===== config.mk =====
export PLATFORM = sky130hd
export DESIGN_NAME = lcd_capture
export DESIGN_NICKNAME = d
export VERILOG_FILES = /design/src/rtl/lcd_capture.sv
export SDC_FILE = /design/constraint.sdc
export NUM_CORES = 1
export LEC_CHECK = 0
export CORE_MARGIN = 10
export CORE_UTILIZATION = 35
export DETAILED_ROUTE_END_ITERATION = 16
export PLACE_DENSITY = 0.61
export SLEW_MARGIN = 20
export SYNTH_ARGS = -nofsm -noshare
export SYNTH_HDL_FRONTEND = slang
export SYNTH_SLANG_ARGS = --single-unit

===== constraint.sdc =====
create_clock -name clock -period 6.6 [get_ports clock]
set_input_delay 1.32 -clock clock [delete_from_list [all_inputs] [get_ports clock]]
set_output_delay 1.32 -clock clock [all_outputs]
set_load 0.1 [all_outputs]

===== src/rtl/lcd_capture.sv =====
`default_nettype none
// ============================================================================
// Module   : lcd_capture
// Purpose  : Captures pixels from a tick-qualified parallel RGB LCD stream and
//            measures each frame's geometry. Define LCD_CAPTURE_CHECKSUM_EN to
//            enable the per-frame pixel checksum.
// Revision : 1.0 - initial release
// ============================================================================
module lcd_capture (
    input  logic        clock,
    input  logic        reset_n,
    input  logic        tick,
    input  logic        hs_n,
    input  logic        vs_n,
    input  logic        de,
    input  logic [7:0]  red,
    input  logic [7:0]  green,
    input  logic [7:0]  blue,
    output logic        pixel_valid,
    output logic [9:0]  pixel_x,
    output logic [9:0]  pixel_y,
    output logic [23:0] pixel_rgb,
    output logic        frame_start,
    output logic        frame_done,
    output logic [9:0]  width,
    output logic [9:0]  height,
    output logic        locked,
    output logic        error,
    output logic [31:0] checksum
);

    typedef enum logic [1:0] {
        WAIT_VSYNC  = 2'd0,
        WAIT_ACTIVE = 2'd1,
        ACTIVE      = 2'd2
    } state_t;

    state_t      r_state;
    logic        r_vs_prev, r_de_prev;
    logic [10:0] r_cnt, r_lines, r_ref;
    logic        r_frame_err, r_prev_ok;
    logic        r_pixel_valid, r_frame_start, r_frame_done, r_locked, r_error;
    logic [9:0]  r_pixel_x, r_pixel_y, r_width, r_height;
    logic [23:0] r_pixel_rgb;

    logic        w_vs_fall, w_line_end, w_len_err, w_frame_bad, w_frame_close;
    logic        w_pix, w_pix_ok, w_unused;
    logic [10:0] w_lines_after, w_ref_after, w_x_cur;
    logic [9:0]  w_w_new, w_h_new, w_y_cur;

    // Counters are one bit wider than the outputs so 1024 marks overflow.
    assign w_vs_fall     = tick & r_vs_prev & ~vs_n;
    assign w_line_end    = tick & (r_state == ACTIVE) & r_de_prev & ~de;
    assign w_lines_after = (w_line_end && !r_lines[10]) ? r_lines + 11'd1 : r_lines;
    assign w_ref_after   = (w_line_end && r_lines == 11'd0) ? r_cnt : r_ref;
    assign w_len_err     = w_line_end && (r_lines != 11'd0) && (r_cnt != r_ref);
    assign w_frame_bad   = r_frame_err | w_len_err;
    assign w_frame_close = w_vs_fall && (w_lines_after != 11'd0);
    assign w_w_new       = w_ref_after[10] ? 10'd1023 : w_ref_after[9:0];
    assign w_h_new       = w_lines_after[10] ? 10'd1023 : w_lines_after[9:0];
    assign w_y_cur       = r_lines[10] ? 10'd1023 : r_lines[9:0];
    assign w_x_cur       = (r_state == ACTIVE) ? r_cnt : 11'd0;
    assign w_pix         = tick & de & ~w_vs_fall & (r_state != WAIT_VSYNC);
    assign w_pix_ok      = w_pix & ~w_x_cur[10];
    assign w_unused      = hs_n;

    always_ff @(posedge clock) begin
        if (!reset_n) begin
            r_state       <= WAIT_VSYNC;
            r_vs_prev     <= 1'b1;
            r_de_prev     <= 1'b0;
            r_cnt         <= 11'd0;
            r_lines       <= 11'd0;
            r_ref         <= 11'd0;
            r_frame_err   <= 1'b0;
            r_prev_ok     <= 1'b0;
            r_pixel_valid <= 1'b0;
            r_frame_start <= 1'b0;
            r_frame_done  <= 1'b0;
            r_locked      <= 1'b0;
            r_error       <= 1'b0;
            r_pixel_x     <= 10'd0;
            r_pixel_y     <= 10'd0;
            r_pixel_rgb   <= 24'd0;
            r_width       <= 10'd0;
            r_height      <= 10'd0;
        end else begin
            r_pixel_valid <= 1'b0;
            r_frame_start <= 1'b0;
            r_frame_done  <= 1'b0;
            if (tick) begin
                r_vs_prev <= vs_n;
                r_de_prev <= de;
                if (w_vs_fall) begin
                    // A line ending in this same tick is already folded into w_*_after.
                    r_frame_start <= 1'b1;
                    if (w_frame_close) begin
                        r_frame_done <= 1'b1;
                        r_width      <= w_w_new;
                        r_height     <= w_h_new;
                        r_locked     <= !w_frame_bad && r_prev_ok &&
                                        (w_w_new == r_width) && (w_h_new == r_height);
                        r_prev_ok    <= !w_frame_bad;
                    end
                    if (w_len_err)
                        r_error <= 1'b1;
                    r_state     <= WAIT_ACTIVE;
                    r_cnt       <= 11'd0;
                    r_lines     <= 11'd0;
                    r_ref       <= 11'd0;
                    r_frame_err <= 1'b0;
                end else if (w_line_end) begin
                    r_state <= WAIT_ACTIVE;
                    r_lines <= w_lines_after;
                    r_ref   <= w_ref_after;
                    if (w_len_err) begin
                        r_error     <= 1'b1;
                        r_frame_err <= 1'b1;
                    end
                end else if (w_pix) begin
                    r_state <= ACTIVE;
                    if (w_x_cur[10]) begin
                        r_error     <= 1'b1;
                        r_frame_err <= 1'b1;
                        r_pixel_x   <= 10'd1023;
                    end else begin
                        r_pixel_valid <= 1'b1;
                        r_pixel_x     <= w_x_cur[9:0];
                        r_pixel_y     <= w_y_cur;
                        r_pixel_rgb   <= {red, green, blue};
                        r_cnt         <= w_x_cur + 11'd1;
                    end
                    // Starting a 1025th line.
                    if (r_state == WAIT_ACTIVE && r_lines[10]) begin
                        r_error     <= 1'b1;
                        r_frame_err <= 1'b1;
                    end
                end
            end
        end
    end

`ifdef LCD_CAPTURE_CHECKSUM_EN
    logic [31:0] r_acc, r_checksum;

    always_ff @(posedge clock) begin
        if (!reset_n) begin
            r_acc      <= 32'd0;
            r_checksum <= 32'd0;
        end else if (tick) begin
            if (w_vs_fall) begin
                if (w_frame_close)
                    r_checksum <= r_acc;
                r_acc <= 32'd0;
            end else if (w_pix_ok) begin
                r_acc <= r_acc + {8'h00, red, green, blue};
            end
        end
    end

    assign checksum = r_checksum;
`else
    logic w_unused_pix;
    assign w_unused_pix = w_pix_ok;
    assign checksum     = 32'd0;
`endif

    assign pixel_valid = r_pixel_valid;
    assign pixel_x     = r_pixel_x;
    assign pixel_y     = r_pixel_y;
    assign pixel_rgb   = r_pixel_rgb;
    assign frame_start = r_frame_start;
    assign frame_done  = r_frame_done;
    assign width       = r_width;
    assign height      = r_height;
    assign locked      = r_locked;
    assign error       = r_error;

endmodule
`default_nettype wire


# After elaboration in Yosys (flattened, before gate mapping)
# Cells that the tools add are included.
word_totals:
  ff_bits: 108
  word_cells: 105
  inputBits: 30
  out_inout_bits: 101
classes:
  n_bitwise: 17
  muxes: 30
  n_eq_ne: 8
  add_sub_neg: 2
  reduce_logical: 30
ops:
  columns: ["operator", "n"]
  rows:
  - ["two-way mux 11 bit", 11]
  - ["two-way mux 10 bit", 4]
  - ["adder 11 x 1 -> 11 bit (second input constant)", 2]
  - ["nonzero test 11 bit", 2]
  - ["equality test 10 bit", 2]
  - ["two-way mux 1 bit", 12]
  - ["AND reduction 4 bit", 3]
  - ["logical NOT 11 bit", 1]
  - ["!= test 11 bit", 1]
  - ["logical AND 1 bit", 9]
  - ["AND reduction 3 bit", 3]
  - ["AND 1 bit", 8]
  - ["NOT 1 bit", 8]
  - ["two-way mux 2 bit", 3]
  - ["AND reduction 2 bit", 3]
  - ["nonzero test 2 bit", 3]
  - ["AND reduction 5 bit", 1]
  - ["OR reduction 5 bit", 1]
  - ["!= test 2 bit (second input constant)", 2]
  - ["nonzero test 4 bit", 1]
  - ["!= test 3 x 2 -> 1 bit (second input constant)", 1]
  - ["nonzero test 3 bit", 1]
  - ["equality test 2 x 1 -> 1 bit (second input constant)", 1]
  - ["equality test 2 bit (second input constant)", 1]
  - ["other kinds (2)", 3]

# Logic depth before layout (Yosys ltp)
logic_depth:
  ltp_word: 11
  ltp_mapped: 12
  ltp_nobuf: 10

# Worst setup path after synthesis
# Ideal clock, no wire load.
synth_path:
  path_kind: "input to register"
  startpoint: "input port tick"
  endpoint: "register r_height[7], in the netlist height[7]"
  setup_ns: 0.088
  slack_ns: 3.117
  t_required_ns: 6.512
  arrival_ns: 3.395
  path_buffers: 3
  path_stages: 10
  cell_sequence: "buf_2 -> nand3b_2 -> nor4_1 -> xnor2_1 -> nand2_1 -> nor4b_4 -> nor2_4 -> buf_6 -> buf_12 -> a311oi_2"
synth_via:
  elab_chain_len: 8
  word_cells_on_any_way: 11
  cone_classes: "mux (2); bitwise (5); reduce/logical (4)"
synth_rtl:
  columns: ["item", "line_no", "text"]
  rows:
  - ["from (decl)", "12", "input logic tick,"]
  - ["AND 1 bit (3 in a row)", "53", "assign w_line_end = tick & (r_state == ACTIVE) & r_de_prev & ~de;"]
  - ["logical AND 1 bit", "54", "assign w_lines_after = (w_line_end && !r_lines[10]) ? r_lines + 11'd1 : r_lines;"]
  - ["two-way mux 11 bit", "54", null]
  - ["nonzero test 11 bit", "58", "assign w_frame_close = w_vs_fall && (w_lines_after != 11'd0);"]
  - ["logical AND 1 bit", "58", null]
  - ["AND reduction 3 bit (no line)", null, null]
  - ["to (signal assigned)", "100", "r_height <= w_h_new;"]
  - ["to (decl)", "43", "logic [9:0] r_pixel_x, r_pixel_y, r_width, r_height;"]
# Parallel ways exist; a longest one is shown, timed or not.
# A chain may end at the register's enable or synchronous reset.

# Worst setup path after layout
layout_path:
  startpoint: "input port tick"
  endpoint: "register r_height[3], in the netlist height[3]"
# Same word-level chain as after synthesis.

==> run metrics <==
maximum vdd ir drop 114 uV; setup TNS 0 ns; CP required 6.85 ns; crit end category flop; Longest Clk Path Bufs 2; wire per inst 16.1 um; RSZ-0062 raised after global routing false; final WL 14700 um; top cell type by total area after synthesis dfxtp_1; Post-DP Area 0.00625 mm2; Nets 752; CTS tree yes; post-synth cell types 66; sequential area share after synthesis 40.4%; number of port buffers 97; n_diodes 0; post-DP HPWL 10600 um; most frequent cells in the layout dfxtp_1 (108), clkdlybuf4s50_1 (97), nand2_1 (93); clock-pin slew on the worst setup and hold paths 0.07 ns; Final Hold Fails 0; clk_skew 0.0103 ns; Vias 4658; Initial Util 35.5%; Hold Crit Class reg2reg; placer congestion estimate 0.797; slowest stage delay, CP 0.63 ns; GR Util All Layers 13.9%; drt pass-1 iters 5; Die Wd 144 um; Max Cap Viol 0; leakage 2.36 nW; Slew Limit Fails 0; Critical Path Slowest Stage Cell clkdlybuf4s50_1; H-tree depth 3; vias per cell 5.11; crit share post-route 62.3%; total die area 0.0206 mm2; crit path DAT 4.36 ns; post-CTS sizing 0; worst path cell trace clkdlybuf4s50_1 > nand3b_2 > nor4_1 > xnor2_1 > nand2_1 > nor4b_4 > nor2_4 > a311oi_1; # IOs 131; Max-slew headroom 28.9%; Clock Sinks 108; Async SR Flop Fraction 0%; Num CTS Buffers 9; PwrDens 216 mW/mm2; Peak Freq 243 MHz; Cells after Synth 655; share of cells above drive strength 1 6.36%; ys flop type dfxtp_1; Syn. warnings 0; min cycle time layout 4.11 ns; crit path launch type input pin; CTS hold repair buffers 0; final instance area 0.00659 mm2; synth top area cells dfxtp_1 (40%), nand2_1 (6.5%), nor2_1 (6.2%), a21oi_1 (5.8%), buf_4 (4.5%); DRC 0; Iteration-0 DRC Markers 287; final setup fails 0; most common cell after layout, fill and taps aside dfxtp_1; Post-synth EDFFs 0; die height 144 um; core area 0.0151 mm2; Slew @ Worst Pin 1.07 ns; status finished clean; Seq cells post-synth 108; antenna-violating nets left 0; crit-path max FO 29; largest net degree at the start of global routing 43; standard-cell rows 45; CTS root buf clkbuf_16; Skew-Pair Late Insertion Delay 0.36 ns; Cell Area, Synth 0.00535 mm2; remaining global-route overflow 0; vias in the first global route 4444; synthesis-to-finish area growth 23.1%; first-pass GRT wire length 23100 um; initial antenna violation count 0; top-area cell type share of the netlist area 40.4%; critical setup path kind in2reg; Syn Area/Cell 8.17 um2; post-CTS setup buffers 0
Yosys cell counts (5+ instances only):
cell type,number
buf_6,5
dfxtp_1,108
xor2_1,15
mux2i_1,17
nor2_1,89
a311oi_2,6
nor3_1,34
nor3b_1,6
o21ai_0,15
a21oi_1,62
nor4_1,8
a31oi_1,7
buf_4,32
nand3_1,9
nand4_1,8
nand2_1,93
clkbuf_1,38
xnor2_1,14
cells by family after synthesis:
group                      Yosys count  synth area share, %
xor gates and xnor gates            31                 5.47
buffers and inverters               86                 9.37
and+or+nand+nor                    284                 25.5
other                                1               0.0700
DFF                                108                 40.4
AOI/OAI and AO/OA                  122                 14.7
adders and majority gates            3                0.701
muxes                               20                 3.81
flip-flops by register name, summed over array words and instances, names as in the netlist:
| name | cells |
|---|---|
| locked | 1 |
| frame_start | 1 |
| pixel_rgb | 24 |
| pixel_x | 10 |
| r_de_prev | 1 |
| r_cnt | 11 |
| pixel_valid | 1 |
| r_lines | 11 |
| r_frame_err | 1 |
| width | 10 |
| pixel_y | 10 |
| frame_done | 1 |
| r_prev_ok | 1 |
| r_state | 2 |
| r_vs_prev | 1 |
| error | 1 |
| height | 10 |
| r_ref | 11 |
per-layer routing:
layer / track usage, % / part of all wire, % / up-vias
met3: 4.49 / 8.0 / 17
met4: 4.03 / 1.4 / 0
met1: 17.5 / 45 / 2172
li1: - / - / 2326
met2: 22.0 / 46 / 143
met5: 0 / 0 / -
per-stage QoR:
step	utilization, %	total power, W	hold slack, ns	setup WS (ns)	cells
global route	43.7	0.00147	0.481	2.15	911
finish	43.7	0.00142	0.453	2.49	911
floorplan	-	0.000838	0.441	3.12	686
detailed placement	41.4	0.000859	0.448	2.10	895
global placement	41.4	0.000858	0.442	2.17	895
CTS	43.5	0.00144	0.459	2.45	910
final cells by class:
type | instances | area [um2]
sequential | 108 | 2160
tap | 188 | 235
fill | 1516 | 8500
timing repair buffer | 103 | 1040
multi-input combinational | 492 | 2830
clock buffer | 9 | 225
inverter | 5 | 18.8
clock inverter | 6 | 88.8
power breakdown:
| group | internal (W) | switching (W) | leakage, nW | total (W) |
|---|---|---|---|---|
| Clock | 0.000331 | 0.000248 | 0.148 | 0.000579 |
| Sequential | 0.000658 | 0.00000430 | 0.871 | 0.000662 |
| Combinational | 0.0000320 | 0.000151 | 1.34 | 0.000183 |
| Total | 0.00102 | 0.000404 | 2.36 | 0.00142 |
worst max-delay path: cells and delay by family:
kind | cells | cell delay [ns]
XOR/XNOR | 1 | 0.36
buffers and inverters | 1 | 0.63
AND/OR/NAND/NOR | 5 | 1.70
AO/OA/AOI/OAI | 1 | 0.35
path summary, 6_finish.rpt:
check,start,end,depth (start not counted),slack [ns]
worst min-delay path,pixel_rgb[23],pixel_rgb[23],2,0.45
worst max-delay path,tick,height[3],8,2.49
worst max register to register,r_lines[10],height[3],7,3.29
worst min register to register,pixel_rgb[23],pixel_rgb[23],2,0.45
Power figures use the tool's default switching activity.
